===== src/rtl/layer_sequencer_if.sv =====
// Handshake/bus bundle between layer_sequencer and its neighbours:
// network controller (start/done), weight ROM/datapath, and result stream.
interface layer_sequencer_if #(
  parameter int BITWIDTH = 16,
  parameter int IDX_W    = 4
);
  logic                start;
  logic [IDX_W:0]      layer_len;
  logic                abort;
  logic                ready;
  logic                busy;
  logic                done;
  logic                w_rd_en;
  logic [IDX_W-1:0]    w_rd_addr;
  logic [BITWIDTH-1:0] neuron_value;
  logic                res_valid;
  logic                res_ready;
  logic [BITWIDTH-1:0] res_data;
  logic [IDX_W-1:0]    res_idx;
  logic                res_last;
  logic [15:0]         stall_cnt;

  // Sequencer side
  modport master (
    input  start, layer_len, abort, neuron_value, res_ready,
    output ready, busy, done, w_rd_en, w_rd_addr,
           res_valid, res_data, res_idx, res_last, stall_cnt
  );

  // Controller / ROM / consumer side
  modport slave (
    output start, layer_len, abort, neuron_value, res_ready,
    input  ready, busy, done, w_rd_en, w_rd_addr,
           res_valid, res_data, res_idx, res_last, stall_cnt
  );
endinterface


===== src/rtl/layer_sequencer.sv =====
// layer_sequencer: walks one fully-connected layer neuron by neuron.
// Per neuron: FETCH (ROM strobe) -> WAIT (datapath settles, capture) ->
// EMIT (hold result until the consumer takes it). 3 cycles/neuron unstalled.
// Optional macro LAYER_SEQ_STALL_CNT_EN builds a saturating backpressure
// counter on stall_cnt; without it stall_cnt is tied to 0.
module layer_sequencer #(
  parameter int BITWIDTH    = 16,
  parameter int MAX_NEURONS = 16,
  parameter int IDX_W       = 4
) (
  input logic clk,
  input logic rst_n,
  layer_sequencer_if.master bus
);
  typedef enum logic [2:0] {IDLE, FETCH, WAIT, EMIT, DONE} state_e;

  localparam logic [IDX_W:0]   MAX_LEN = (IDX_W+1)'(MAX_NEURONS);
  localparam logic [IDX_W:0]   LEN_ONE = (IDX_W+1)'(1);
  localparam logic [IDX_W-1:0] IDX_ONE = IDX_W'(1);

  state_e              state_q, state_d;
  logic [IDX_W-1:0]    idx_q;
  logic [IDX_W:0]      len_q;
  logic [BITWIDTH-1:0] res_data_q;
  logic [IDX_W-1:0]    res_idx_q;
  logic                res_last_q;
  logic                start_ok;
  logic                xfer;

  assign start_ok = (state_q == IDLE) && bus.start;
  // abort wins over a same-cycle handshake: the word is treated as undelivered
  assign xfer     = (state_q == EMIT) && bus.res_ready && !bus.abort;

  // State register
  always_ff @(posedge clk or negedge rst_n) begin
    if (!rst_n) state_q <= IDLE;
    else        state_q <= state_d;
  end

  // Next-state logic; abort overrides everything outside IDLE
  always_comb begin
    state_d = state_q;
    case (state_q)
      IDLE:    if (bus.start) state_d = (bus.layer_len == '0) ? DONE : FETCH;
      FETCH:   state_d = WAIT;
      WAIT:    state_d = EMIT;
      EMIT:    if (bus.res_ready) state_d = res_last_q ? DONE : FETCH;
      DONE:    state_d = IDLE;
      default: state_d = IDLE;
    endcase
    if (bus.abort && state_q != IDLE) state_d = IDLE;
  end

  // Run length / neuron index and result capture
  always_ff @(posedge clk or negedge rst_n) begin
    if (!rst_n) begin
      idx_q      <= '0;
      len_q      <= '0;
      res_data_q <= '0;
      res_idx_q  <= '0;
      res_last_q <= 1'b0;
    end else begin
      if (start_ok) begin
        len_q <= (bus.layer_len > MAX_LEN) ? MAX_LEN : bus.layer_len;
        idx_q <= '0;
      end
      if (state_q == WAIT) begin
        // value stored verbatim; sign is irrelevant to sequencing
        res_data_q <= bus.neuron_value;
        res_idx_q  <= idx_q;
        res_last_q <= ({1'b0, idx_q} == (len_q - LEN_ONE));
      end
      if (xfer && !res_last_q) idx_q <= idx_q + IDX_ONE;
    end
  end

  assign bus.ready     = (state_q == IDLE);
  assign bus.busy      = (state_q != IDLE);
  assign bus.done      = (state_q == DONE);
  assign bus.w_rd_en   = (state_q == FETCH);
  assign bus.w_rd_addr = idx_q;
  assign bus.res_valid = (state_q == EMIT);
  assign bus.res_data  = res_data_q;
  assign bus.res_idx   = res_idx_q;
  assign bus.res_last  = res_last_q;

`ifdef LAYER_SEQ_STALL_CNT_EN
  logic [15:0] stall_q;

  // Count cycles a valid result sits unaccepted; cleared per run, saturating
  always_ff @(posedge clk or negedge rst_n) begin
    if (!rst_n)
      stall_q <= '0;
    else if (start_ok)
      stall_q <= '0;
    else if (bus.res_valid && !bus.res_ready && stall_q != 16'hFFFF)
      stall_q <= stall_q + 16'd1;
  end

  assign bus.stall_cnt = stall_q;
`else
  assign bus.stall_cnt = '0;
`endif
endmodule


===== src/flat_wrapper.sv =====
// flat-port wrapper written by rule: the top's interface ports become plain ports
module layer_sequencer_flat 
#(
  parameter int BITWIDTH    = 16,
  parameter int MAX_NEURONS = 16,
  parameter int IDX_W       = 4
)
  (clk, rst_n, bus_start, bus_layer_len, bus_abort, bus_neuron_value, bus_res_ready, bus_ready, bus_busy, bus_done, bus_w_rd_en, bus_w_rd_addr, bus_res_valid, bus_res_data, bus_res_idx, bus_res_last, bus_stall_cnt);
  layer_sequencer_if #(.BITWIDTH(BITWIDTH), .IDX_W(IDX_W)) bus_i ();
  input logic clk;
  input logic rst_n;
  input wire logic [$bits(bus_i.start)-1:0] bus_start;
  input wire logic [$bits(bus_i.layer_len)-1:0] bus_layer_len;
  input wire logic [$bits(bus_i.abort)-1:0] bus_abort;
  input wire logic [$bits(bus_i.neuron_value)-1:0] bus_neuron_value;
  input wire logic [$bits(bus_i.res_ready)-1:0] bus_res_ready;
  output wire logic [$bits(bus_i.ready)-1:0] bus_ready;
  output wire logic [$bits(bus_i.busy)-1:0] bus_busy;
  output wire logic [$bits(bus_i.done)-1:0] bus_done;
  output wire logic [$bits(bus_i.w_rd_en)-1:0] bus_w_rd_en;
  output wire logic [$bits(bus_i.w_rd_addr)-1:0] bus_w_rd_addr;
  output wire logic [$bits(bus_i.res_valid)-1:0] bus_res_valid;
  output wire logic [$bits(bus_i.res_data)-1:0] bus_res_data;
  output wire logic [$bits(bus_i.res_idx)-1:0] bus_res_idx;
  output wire logic [$bits(bus_i.res_last)-1:0] bus_res_last;
  output wire logic [$bits(bus_i.stall_cnt)-1:0] bus_stall_cnt;
  assign bus_i.start = bus_start;
  assign bus_i.layer_len = bus_layer_len;
  assign bus_i.abort = bus_abort;
  assign bus_i.neuron_value = bus_neuron_value;
  assign bus_i.res_ready = bus_res_ready;
  assign bus_ready = bus_i.ready;
  assign bus_busy = bus_i.busy;
  assign bus_done = bus_i.done;
  assign bus_w_rd_en = bus_i.w_rd_en;
  assign bus_w_rd_addr = bus_i.w_rd_addr;
  assign bus_res_valid = bus_i.res_valid;
  assign bus_res_data = bus_i.res_data;
  assign bus_res_idx = bus_i.res_idx;
  assign bus_res_last = bus_i.res_last;
  assign bus_stall_cnt = bus_i.stall_cnt;
  layer_sequencer #(.BITWIDTH(BITWIDTH), .MAX_NEURONS(MAX_NEURONS), .IDX_W(IDX_W)) u_core (.clk(clk), .rst_n(rst_n), .bus(bus_i));
endmodule

===== config.mk =====
export PLATFORM = sky130hd
export DESIGN_NAME = layer_sequencer_flat
export DESIGN_NICKNAME = d
export VERILOG_FILES = /design/src/rtl/layer_sequencer_if.sv /design/src/rtl/layer_sequencer.sv /design/src/flat_wrapper.sv
export SDC_FILE = /design/constraint.sdc
export NUM_CORES = 1
export LEC_CHECK = 0
export ABC_AREA = 1
export CORE_ASPECT_RATIO = 1.25
export CORE_MARGIN = 1.5
export CORE_UTILIZATION = 42
export CTS_CLUSTER_DIAMETER = 100
export DETAILED_ROUTE_END_ITERATION = 8
export PLACE_DENSITY_LB_ADDON = 0.2
export SLEW_MARGIN = 20
export SYNTH_ARGS = -nofsm -noshare
export SYNTH_HDL_FRONTEND = slang
export SYNTH_SLANG_ARGS = --single-unit

===== constraint.sdc =====
create_clock -name clk -period 1.5 [get_ports clk]
set_input_delay 0.225 -clock clk [delete_from_list [all_inputs] [get_ports clk]]
set_output_delay 0.225 -clock clk [all_outputs]
set_load 0.005 [all_outputs]

**Yosys cells after proc, flatten, opt, wreduce, memory -nomap -nowiden**

Cells that the tools add are included.

- $lt $le $gt $ge: 1
- $add $sub $neg: 2
- Multiplexer cells: 9
- Reductions and logical operators: 12
- Equality and inequality tests: 7

Operators by type and width:

| kind | count |
|---|---|
| $mux W3 | 5 |
| $pmux W3 S4 | 1 |
| $mux W4 | 2 |
| $eq A3 B2 Y1 const B | 2 |
| $ne A3 B2 Y1 const B | 2 |
| $eq A4 B5 Y1 | 1 |
| $gt A5 B5 Y1 const B | 1 |
| $logic_and A1 B1 Y1 | 5 |
| $logic_not A5 Y1 | 1 |
| $mux W5 | 1 |
| $sub A5 B1 Y5 const B | 1 |
| $add A4 B1 Y4 const B | 1 |
| $eq A3 B1 Y1 const B | 1 |
| $eq A3 B3 Y1 const B | 1 |
| $logic_not A3 Y1 | 1 |
| $reduce_bool A3 Y1 | 1 |
| $logic_not A1 Y1 | 2 |
| $reduce_and A2 Y1 | 1 |
| $reduce_bool A2 Y1 | 1 |

- Input port bits: 26
- Output and inout bits: 46
- Bits in registers: 33

**Logic depth before layout (Yosys ltp)**

Gate-level depths: netlist of run 1.

- Depth in word-level cells: 5
- Mapped depth: 9
- Depth with buffers taken out: 9

**Worst setup path after synthesis of run 1**

OpenSTA, ideal clock, no wires.

- Path type: reg-to-reg
- Start point: reg u_core.len_q[0]
- End point: reg u_core.res_last_q, in the netlist u_core.bus.res_last
- Setup time: 0.065 ns
- Cell stages (with the launch flop): 10
- Path buffers: 0
- Path slack: 0.351 ns
- Data arrival time: 1.084 ns
- Cells stage by stage: dfrtp_1 > inv_1 > ha_1 > inv_1 > nand2_1 > nand2_1 > nand3_1 > nor2_1 > nand2_1 > nand2_1

- Longest elaborated chain between the ends: 2

Ends and longest elaborated chain:

| what | RTL line | text |
|---|---|---|
| from (decl) | layer_sequencer.sv:23 | `logic [IDX_W:0] len_q;` |
| from (signal assigned) | layer_sequencer.sv:64 | `len_q <= (bus.layer_len > MAX_LEN) ? MAX_LEN : bus.layer_len;` |
| $sub A5 B1 Y5 | layer_sequencer.sv:71 | `res_last_q <= ({1'b0, idx_q} == (len_q - LEN_ONE));` |
| $eq A4 B5 Y1 | layer_sequencer.sv:71 |  |
| to (signal assigned) | layer_sequencer.sv:71 |  |
| to (decl) | layer_sequencer.sv:26 | `logic res_last_q;` |

No other way between the ends.
A chain may end at the register's enable or synchronous reset.

**Worst setup path in the final report of run 1**

- Start point: reg u_core.state_q[1]
- End point: out bus_w_rd_en

- Longest elaborated chain between the ends: 1

Ends and longest elaborated chain:

| what | RTL line | text |
|---|---|---|
| from (decl) | layer_sequencer.sv:21 | `state_e state_q, state_d;` |
| from (signal assigned) | layer_sequencer.sv:37 | `else state_q <= state_d;` |
| $eq A3 B1 Y1 | layer_sequencer.sv:80 | `assign bus.w_rd_en = (state_q == FETCH);` |
| to (decl) | flat_wrapper.sv:20 | `output wire logic [$bits(bus_i.w_rd_en)-1:0] bus_w_rd_en;` |

No other way between the ends.

==> results of run 1 <==
per-layer routing:
layer	track usage	up-vias
li1	-	775
met1	0.208	687
met2	0.309	49
met3	0.0567	4
met4	0.0642	0
met5	0	-
power by group through the flow:
stage                     Sequential, W  Combinational (W)  Clock [W]
final                           0.00143            0.00208   0.000590
after global routing            0.00148            0.00235   0.000660
after CTS                       0.00143            0.00205   0.000620
after detailed placement        0.00145            0.00202          0
after global placement          0.00144            0.00198          0
after floorplan                 0.00146            0.00108          0
path summary, 6_finish.rpt:
kind / endpoint / slack, ns / cells after the start / from
worst min-delay path: u_core.bus.res_data[12] / 0.31 / 2 / rst_n
max in group asynchronous: u_core.bus.w_rd_addr[3] / 1.00 / 2 / rst_n
worst max register to register: u_core.bus.res_data[14] / 0.11 / 7 / u_core.state_q[0]
worst min register to register: u_core.bus.res_data[13] / 0.48 / 2 / u_core.bus.res_data[13]
min in group clk: u_core.bus.res_data[13] / 0.48 / 2 / u_core.bus.res_data[13]
worst max-delay path: bus_w_rd_en / 0.04 / 3 / u_core.state_q[1]
cell families (layout without fill, tap and decap cells):
logic type | count (synthesis) | in the layout | share of synthesized area
simple gates | 126 | 126 | 0.321
xor+xnor | 2 | 2 | 0.0102
other cells | 1 | 16 | 0.00217
flops | 33 | 33 | 0.479
compound gates | 14 | 14 | 0.0435
buf+inv | 41 | 91 | 0.129
fa+ha+maj | 2 | 2 | 0.0145
cell type report:
type / instances / area (sq um)
Fill cell: 356 / 1420
Sequential cell: 33 / 832
Multi-Input combinational cell: 160 / 748
Timing Repair Buffer: 63 / 614
Inverter: 22 / 95.1
Clock buffer: 5 / 68.8
Tap cell: 54 / 67.6
Clock inverter: 1 / 5.00
synth_stat cells:
| master | n | share of area |
|---|---|---|
| and2_1 | 1 | 0.0036 |
| buf_2 | 2 | 0.0058 |
| buf_4 | 17 | 0.074 |
| conb_1 | 1 | 0.0022 |
| dfrtp_1 | 33 | 0.48 |
| ha_1 | 2 | 0.015 |
| inv_1 | 19 | 0.041 |
| inv_2 | 2 | 0.0044 |
| inv_4 | 1 | 0.0036 |
| nand2_1 | 91 | 0.20 |
| nand2_2 | 2 | 0.0073 |
| nand2_4 | 3 | 0.020 |
| nand3_1 | 14 | 0.041 |
| nand3b_1 | 1 | 0.0044 |
| nand4_1 | 1 | 0.0036 |
| nor2_1 | 9 | 0.020 |
| nor2_2 | 1 | 0.0036 |
| nor2_4 | 1 | 0.0065 |
| nor2_8 | 1 | 0.012 |
| nor3_1 | 1 | 0.0029 |
| o21a_1 | 1 | 0.0044 |
| o21ai_0 | 8 | 0.023 |
| o21ai_1 | 3 | 0.0087 |
| o22ai_1 | 2 | 0.0073 |
| xnor2_1 | 1 | 0.0051 |
| xor2_1 | 1 | 0.0051 |
through the flow:
step,area [sq um],setup slack [ns],instances
after floorplan,1780,0.351,234
after global placement,2310,0.0694,329
final,2430,0.0441,338
after global routing,2430,-0.00940,338
after CTS,2410,-0.00527,338
after detailed placement,2310,0.0356,329
flip-flops by register name, indices dropped and copies added (netlist names):
register              cells
u_core.len_q              5
u_core.bus.w_rd_addr      4
u_core.bus.res_data      16
u_core.bus.res_idx        4
u_core.state_q            3
u_core.bus.res_last       1
what timing repair did:
action,in CTS,in global routing
pin swaps,1,1
hold buffers,0,0
resized for setup,13,13
endpoints found under the setup margin,5,8
setup buffers,3,0
==> flow_metrics.tcl, run 1 <==
set metrics [dict create \
    powerDensity_mw_per_mm2 1690 \
    cap_violations 0 \
    status "finished clean" \
    swShare 0.373 \
    met2WireLength_microns 1870 \
    die_x_microns 60.3 \
    ctsHtreeMaxLevel 2 \
    critPathArrivalTime_ns 1.23 \
    core-area_sq_mm 0.00385 \
    crit_buf_inv 2 \
    antenna_found_initial 0 \
    cpMaxStageDelayCell "dfrtp_2" \
    power_leakage_nw 1.24 \
    cts_tree "done" \
    cts_buffers 5 \
    avgSynthCellArea_sq_um 7.87 \
    areaGrowthSynthToFinish_pct 41.0 \
    max_freq_ghz 0.687 \
    fin_worst_skew_ns 0.00390 \
    first_iter_violations 48 \
    synth_area_sq_mm 0.00172 \
    grt_util_all_layers 0.179 \
    via_count 1515 \
    most-common-layout-cells "nand2_1, clkdlybuf4s50_1, dfrtp_1, inv_1, conb_1" \
    pwr-share-seq 0.349 \
    ctsRootBufferMaster "clkbuf_8" \
    wl_per_cell_microns 10.7 \
    ant_nets 0 \
    drv_slew 0 \
    crit_path_start_kind "register" \
    numPortBuffers 55 \
    dieArea_sq_mm 0.00450 \
    fin_setup_tns_ns 0 \
    die_h_microns 74.6 \
    clk_latency_ns 0.28 \
    seq_area_frac_synth 0.479 \
    period_needed_ns 1.46 \
    io_pins 72 \
    layout_commonest_cell "nand2_1" \
    critical_path_class "reg2out" \
    combPwrFrac 0.507 \
    peakVddDrop_mv 0.815 \
    n_antenna_cell 0 \
    dp_hpwl_microns 2730 \
    syn_inst 219 \
    finalHoldViolCount 0 \
    cpLargestDelayFamily "flip-flops" \
    clk_pin_slew_worst_paths_ns 0.06 \
    rows 25 \
    p_sw_w 0.00153 \
    grt_max_degree 34 \
    cpPeakStageDelay_ns 0.43 \
    finalWirelength_microns 3600 \
    top_layer "met4" \
    cp.required_ns 1.27 \
    ys_types 26 \
    holdWs_ns 0.311 \
    clock_sinks 33 \
    critPathCaptureType "output pin" \
    rsz0062_at_grt "yes" \
    setup_violations 0 \
    gp_congestion 0.801 \
    ys_seq_elements 33 \
    cts.path.max_buffers 2 \
    first_pass_iters 4 \
    yosysWarnings 0 \
    crit_chain "buf_4 > nor2_2 > clkdlybuf4s15_1" \
    gr-total-overflow 0 \
    grt_pass1_vias 1419 \
    grt_pass1_wl_microns 6050 \
    drc 0 \
    detail_route.vias_per_cell 4.48 \
    wl_met3_microns 207 \
    clkPwrFrac 0.144 \
    wirelength_met1_microns 1510 \
    start_util 0.448 \
    period_share 0.971 \
    cp_max_fo 4 \
    fin_util 0.632 \
    drive_above_1_share 0.130 \
    finalPower_w 0.00410 \
    nNetsFinal 313 \
    intPower_w 0.00257 \
    hold_path_class "in2async" \
]
No activity file was read; power rests on OpenSTA's default activity.
==> run 2: changes to the inputs <==
- CORE_MARGIN: 1.5 -> 8
- CORE_UTILIZATION: 42 -> 44
- CTS_BUF_LIST: not set -> sky130_fd_sc_hd__clkbuf_4
==> run 2 against run 1 <==
  * Count of clock-buffer cells in the layout did not move
  * Sequential power barely moved
  * Die area rose by 38%
  * Total power fell by 2.0%
  * Wire length rose by 16%
  * Core utilization rose by 1.9 points
  * Maximum frequency barely moved
  * Hold slack got worse by 0.058 ns
  * Sequential share of layout area fell by 0.55 points
  * Global-route usage fell by 3.9 points
  * Critical path type unchanged
  * Largest power group unchanged
  * Highest routed layer unchanged
==> flow_metrics.tcl, run 2 (synthesis gave the netlist of run 1 again) <==
set metrics [dict create \
    fin_worst_skew_ns 0.00469 \
    largest_register_ff_count 16 \
    first_iter_violations 55 \
    n_fill_cell 355 \
    antenna_found_initial 0 \
    holdWs_ns 0.254 \
    fin_cells 349 \
    cpMaxStageDelayCell "dfrtp_1" \
    grt_max_degree 34 \
    cp_max_fo 4 \
    wl_per_cell_microns 12.0 \
    areaGrowthSynthToFinish_pct 42.9 \
    die_h_microns 86.0 \
    dieArea_sq_mm 0.00619 \
    die_x_microns 72.0 \
    intPower_w 0.00248 \
    p_sw_w 0.00154 \
    gp_congestion 0.806 \
    critical_path_class "reg2out" \
    critPathCaptureType "output pin" \
    crit_buf_inv 3 \
    dp_slack_ns 0.0439 \
    clk_pin_slew_worst_paths_ns 0.10 \
    rows 25 \
    finalHoldViolCount 0 \
    nNetsFinal 322 \
    start_util 0.456 \
    drv_slew 0 \
    io_pins 72 \
    hold_buffers 0 \
    grt_util_all_layers 0.141 \
    clk_latency_ns 0.33 \
    grt_pass1_vias 1600 \
    clock_sinks 33 \
    drive_above_1_share 0.156 \
    swShare 0.383 \
    fin_setup_tns_ns 0 \
    detail_route.vias_per_cell 4.44 \
    cpPeakStageDelay_ns 0.43 \
    ctsRootBufferMaster "clkbuf_4" \
    combPwrFrac 0.535 \
    cpLargestDelayFamily "flip-flops" \
    pwr-share-seq 0.351 \
    path_depth 5 \
    power_leakage_nw 1.27 \
    crit_path_start_kind "register" \
    cap_violations 0 \
    max_freq_ghz 0.687 \
    via_count 1550 \
    fin_util 0.651 \
    reg2reg_depth 8 \
    clkPwrFrac 0.114 \
    powerDensity_mw_per_mm2 1630 \
    cp.required_ns 1.27 \
    period_share 0.971 \
    core-area_sq_mm 0.00378 \
    period_needed_ns 1.46 \
    status "finished clean" \
    rsz0062_at_grt "yes" \
    layout_commonest_cell "nand2_1" \
    numPortBuffers 55 \
    finalWirelength_microns 4170 \
    drc 0 \
    first_pass_iters 4 \
    ant_nets 0 \
    most-common-layout-cells "nand2_1, clkdlybuf4s50_1, dfrtp_1, inv_1, conb_1" \
    grt_pass1_wl_microns 6980 \
    n_antenna_cell 0 \
    dp_hpwl_microns 3060 \
    crit_chain "buf_6 > inv_6 > nand2_2 > nor2_2 > buf_2" \
    critPathArrivalTime_ns 1.23 \
    gr-total-overflow 0 \
    hold_path_class "in2async" \
    cts.path.max_buffers 2 \
    peakVddDrop_mv 0.689 \
    cts_buffers 5 \
    ctsHtreeMaxLevel 2 \
    dpl.cell_count 330 \
    setup_violations 0 \
    fin_ws_ns 0.0441 \
    cts_tree "done" \
]
[run 2: cell count changes in the layout (fill, tap and decap cells not counted), sizes merged]
cell         change
dlygate4sd2      -2
buf             +11
inv              +1
clkinv           +1
[run 2: layer usage]
metal / share of wire / up-vias / GRT usage / routed length (microns)
met5: 0 / - / 0 / 0
met4: 0.017 / 0 / 0.0521 / 72
met3: 0.074 / 8 / 0.0513 / 310
met2: 0.49 / 50 / 0.249 / 2040
met1: 0.42 / 698 / 0.147 / 1750
li1: - / 794 / - / -
[run 2: area by class of cell]
class	count	area (sq um)	share of cell area
Timing Repair Buffer	72	674	0.274
Multi-Input combinational cell	160	749	0.304
Sequential cell	33	830	0.337
Clock buffer	5	37.5	0.0152
Clock inverter	3	12.5	0.00508
Inverter	22	92.6	0.0376
Tap cell	54	67.6	0.0274
[run 2: worst paths after layout]
kind | from | end | slack [ns]
worst max register to register | u_core.state_q[2] | u_core.bus.w_rd_addr[2] | 0.12
min in group clk | bus_neuron_value[6] | u_core.bus.res_data[6] | 0.42
max in group asynchronous | rst_n | u_core.bus.w_rd_addr[0] | 1.06
worst min-delay path | rst_n | u_core.bus.res_data[10] | 0.25
worst max-delay path | u_core.state_q[2] | bus_w_rd_en | 0.04
worst min register to register | u_core.bus.res_data[5] | u_core.bus.res_data[5] | 0.49
[run 2: timing repair]
action / CTS / global route
pin swaps: 1 / 2
gates resized for setup: 20 / 10
endpoints found under the setup margin: 10 / 4
buffers inserted: 8 / 3
hold endpoints to repair: 0 / 0
[run 2: worst register-to-register path: stages, from the launching register on]
cell and delay (ns):
dfrtp_1 0.43, buf_6 0.14, inv_6 0.06, nand3_4 0.07, buf_4 0.14, nor2_2 0.12
nand2_2 0.14, nand3_1 0.11, o21ai_1 0.07
[run 2: power by group through the flow]
stage | Clock (W) | Sequential (W) | Combinational [W]
after floorplan | 0 | 0.00146 | 0.00108
after global placement | 0 | 0.00145 | 0.00203
after detailed placement | 0 | 0.00145 | 0.00205
after CTS | 0.000480 | 0.00141 | 0.00212
after global routing | 0.000513 | 0.00146 | 0.00244
final | 0.000457 | 0.00141 | 0.00215
[run 2: metrics by stage]
step / power (W) / area, sq um
after CTS: 0.00402 / 2430
after global placement: 0.00347 / 2320
after global routing: 0.00442 / 2460
final: 0.00402 / 2460
after floorplan: 0.00254 / 1780
after detailed placement: 0.00350 / 2320
==> run 3: changes to the inputs <==
- CORE_UTILIZATION: 44 -> 30
==> run 3 against run 2 <==
  * First-iteration DRC count down 27%
  * Critical path depth grew 1
  * Clock skew increased by 0.0068 ns
  * Total power up 11%
  * Clock power rose by 79%
  * Hold slack got worse by 0.0045 ns
  * Global-route usage down 3.2 points
  * Count of clock-buffer cells in the layout is the same
  * Combinational power is 4% higher
  * Critical path type unchanged
==> flow_metrics.tcl, run 3 (synthesis gave the netlist of run 1 again) <==
set metrics [dict create \
    status "finished clean" \
    cp.required_ns 1.27 \
    grt_pass1_vias 1562 \
    dp_slack_ns 0.0512 \
    grt_pass1_wl_microns 7450 \
    r2r-end "u_core.bus.res_last" \
    n_antenna_cell 0 \
    ant_nets 0 \
    drv_slew 0 \
    pwr-share-seq 0.320 \
    die_h_microns 101 \
    first_pass_iters 4 \
    rows 31 \
    hold_path_class "in2async" \
    cp_max_fo 2 \
    gr-total-overflow 0 \
    areaGrowthSynthToFinish_pct 52.2 \
    layout_commonest_cell "nand2_1" \
    p_sw_w 0.00158 \
    fin_worst_skew_ns 0.0115 \
    peakVddDrop_mv 0.453 \
    dieArea_sq_mm 0.00844 \
    cts_buffers 5 \
    startpoint "u_core.state_q[2]" \
    cpLargestDelayFamily "flip-flops" \
    reg2reg_depth 9 \
    fin_ws_ns 0.0152 \
    gp_congestion 0.793 \
    setup_violations 0 \
    crit_path_start_kind "register" \
    ctsHtreeMaxLevel 2 \
    die_x_microns 83.8 \
    clock_sinks 33 \
    critPathArrivalTime_ns 1.26 \
    dpl.cell_count 343 \
    n_fill_cell 575 \
    cap_violations 0 \
    finalHoldViolCount 0 \
    grt_util_all_layers 0.109 \
    worstSetupEndpoint "bus_w_rd_en" \
    antenna_found_initial 0 \
    period_needed_ns 1.48 \
    powerDensity_mw_per_mm2 1710 \
    period_share 0.990 \
    cpMostUsedCell "buf_6" \
    hold_buffers 0 \
    critPathCaptureType "output pin" \
    cts.path.max_buffers 2 \
    cpMaxStageDelayCell "dfrtp_1" \
    path_depth 6 \
    first_iter_violations 40 \
    fin_cells 367 \
    clkPwrFrac 0.182 \
    combPwrFrac 0.498 \
    grt_max_degree 34 \
    crit_chain "inv_2 > buf_6 > buf_6 > nand2_4 > nor2_4 > buf_2" \
    crit_buf_inv 4 \
    numPortBuffers 55 \
    largest_register_ff_count 16 \
    detail_route.vias_per_cell 4.19 \
    core-area_sq_mm 0.00566 \
    power_leakage_nw 1.47 \
    drc 0 \
    rr_startpoint "u_core.len_q[0]" \
    most-common-layout-cells "nand2_1, clkdlybuf4s50_1, dfrtp_1, buf_4, inv_1" \
    io_pins 72 \
    cpPeakStageDelay_ns 0.43 \
    intPower_w 0.00289 \
    nNetsFinal 328 \
    dp_hpwl_microns 3330 \
    swShare 0.354 \
    ctsRootBufferMaster "clkbuf_4" \
    cts_tree "done" \
    via_count 1536 \
    max_freq_ghz 0.673 \
    drive_above_1_share 0.186 \
    clk_latency_ns 0.33 \
    clk_pin_slew_worst_paths_ns 0.11 \
    finalWirelength_microns 4420 \
    rsz0062_at_grt "yes" \
    start_util 0.304 \
    rrSetupSlack_ns 0.20 \
    wl_per_cell_microns 12.1 \
    critical_path_class "reg2out" \
]
[run 3: power by group through the flow]
stage          combinational (W)  clock [W]  sequential, W
2_1_floorplan            0.00108          0        0.00146
3_3_place_gp             0.00209          0        0.00145
3_5_place_dp             0.00211          0        0.00146
4_1_cts                  0.00218   0.000850        0.00144
5_1_grt                  0.00252   0.000895        0.00149
6_report                 0.00223   0.000816        0.00143
[run 3: stage by stage]
step / utilization / cell area (sq um) / total power [W] / hold WS [ns] / setup TNS, ns
2_1_floorplan: - / 1780 / 0.00254 / -0.0706 / 0
3_3_place_gp: 0.416 / 2350 / 0.00354 / 0.462 / 0
3_5_place_dp: 0.416 / 2350 / 0.00357 / 0.468 / 0
4_1_cts: 0.447 / 2530 / 0.00446 / 0.234 / -0.0276
5_1_grt: 0.463 / 2620 / 0.00491 / 0.240 / -0.0808
6_report: 0.463 / 2620 / 0.00448 / 0.249 / 0
[run 3: layer usage]
| metal | wire length, microns | part of all wire | GRT usage |
|---|---|---|---|
| met5 | 0 | 0 | 0 |
| met4 | 53 | 0.012 | 0.0453 |
| met3 | 290 | 0.066 | 0.0453 |
| met2 | 2230 | 0.50 | 0.186 |
| met1 | 1850 | 0.42 | 0.115 |
[run 3: area by class of cell]
cell class              count  area [sq um]  area share
multi-input cells         160           757       0.289
clock inverters             3          65.1      0.0248
repair buffers             78           764       0.291
inverters                  22          85.1      0.0324
clock buffers               5          37.5      0.0143
flip-flops and latches     33           832       0.317
well taps                  66          82.6      0.0315
[run 3: how the worst min path moves through the flow]
stage,from,to,slack [ns],depth (start not counted)
finish,rst_n,u_core.bus.res_idx[0],0.25,2
global route,rst_n,u_core.bus.res_idx[0],0.24,2
CTS,rst_n,u_core.len_q[0],0.23,2
detailed placement,u_core.bus.res_data[1],u_core.bus.res_data[1],0.47,2
global placement,u_core.bus.res_data[8],u_core.bus.res_data[8],0.46,2
floorplan,rst_n,u_core.bus.res_data[0],-0.07,0
[run 3: what timing repair did]
action,in CTS,in global routing
endpoints found under the setup margin,9,15
setup buffers,9,8
gates resized for setup,25,14
pin swaps,2,2
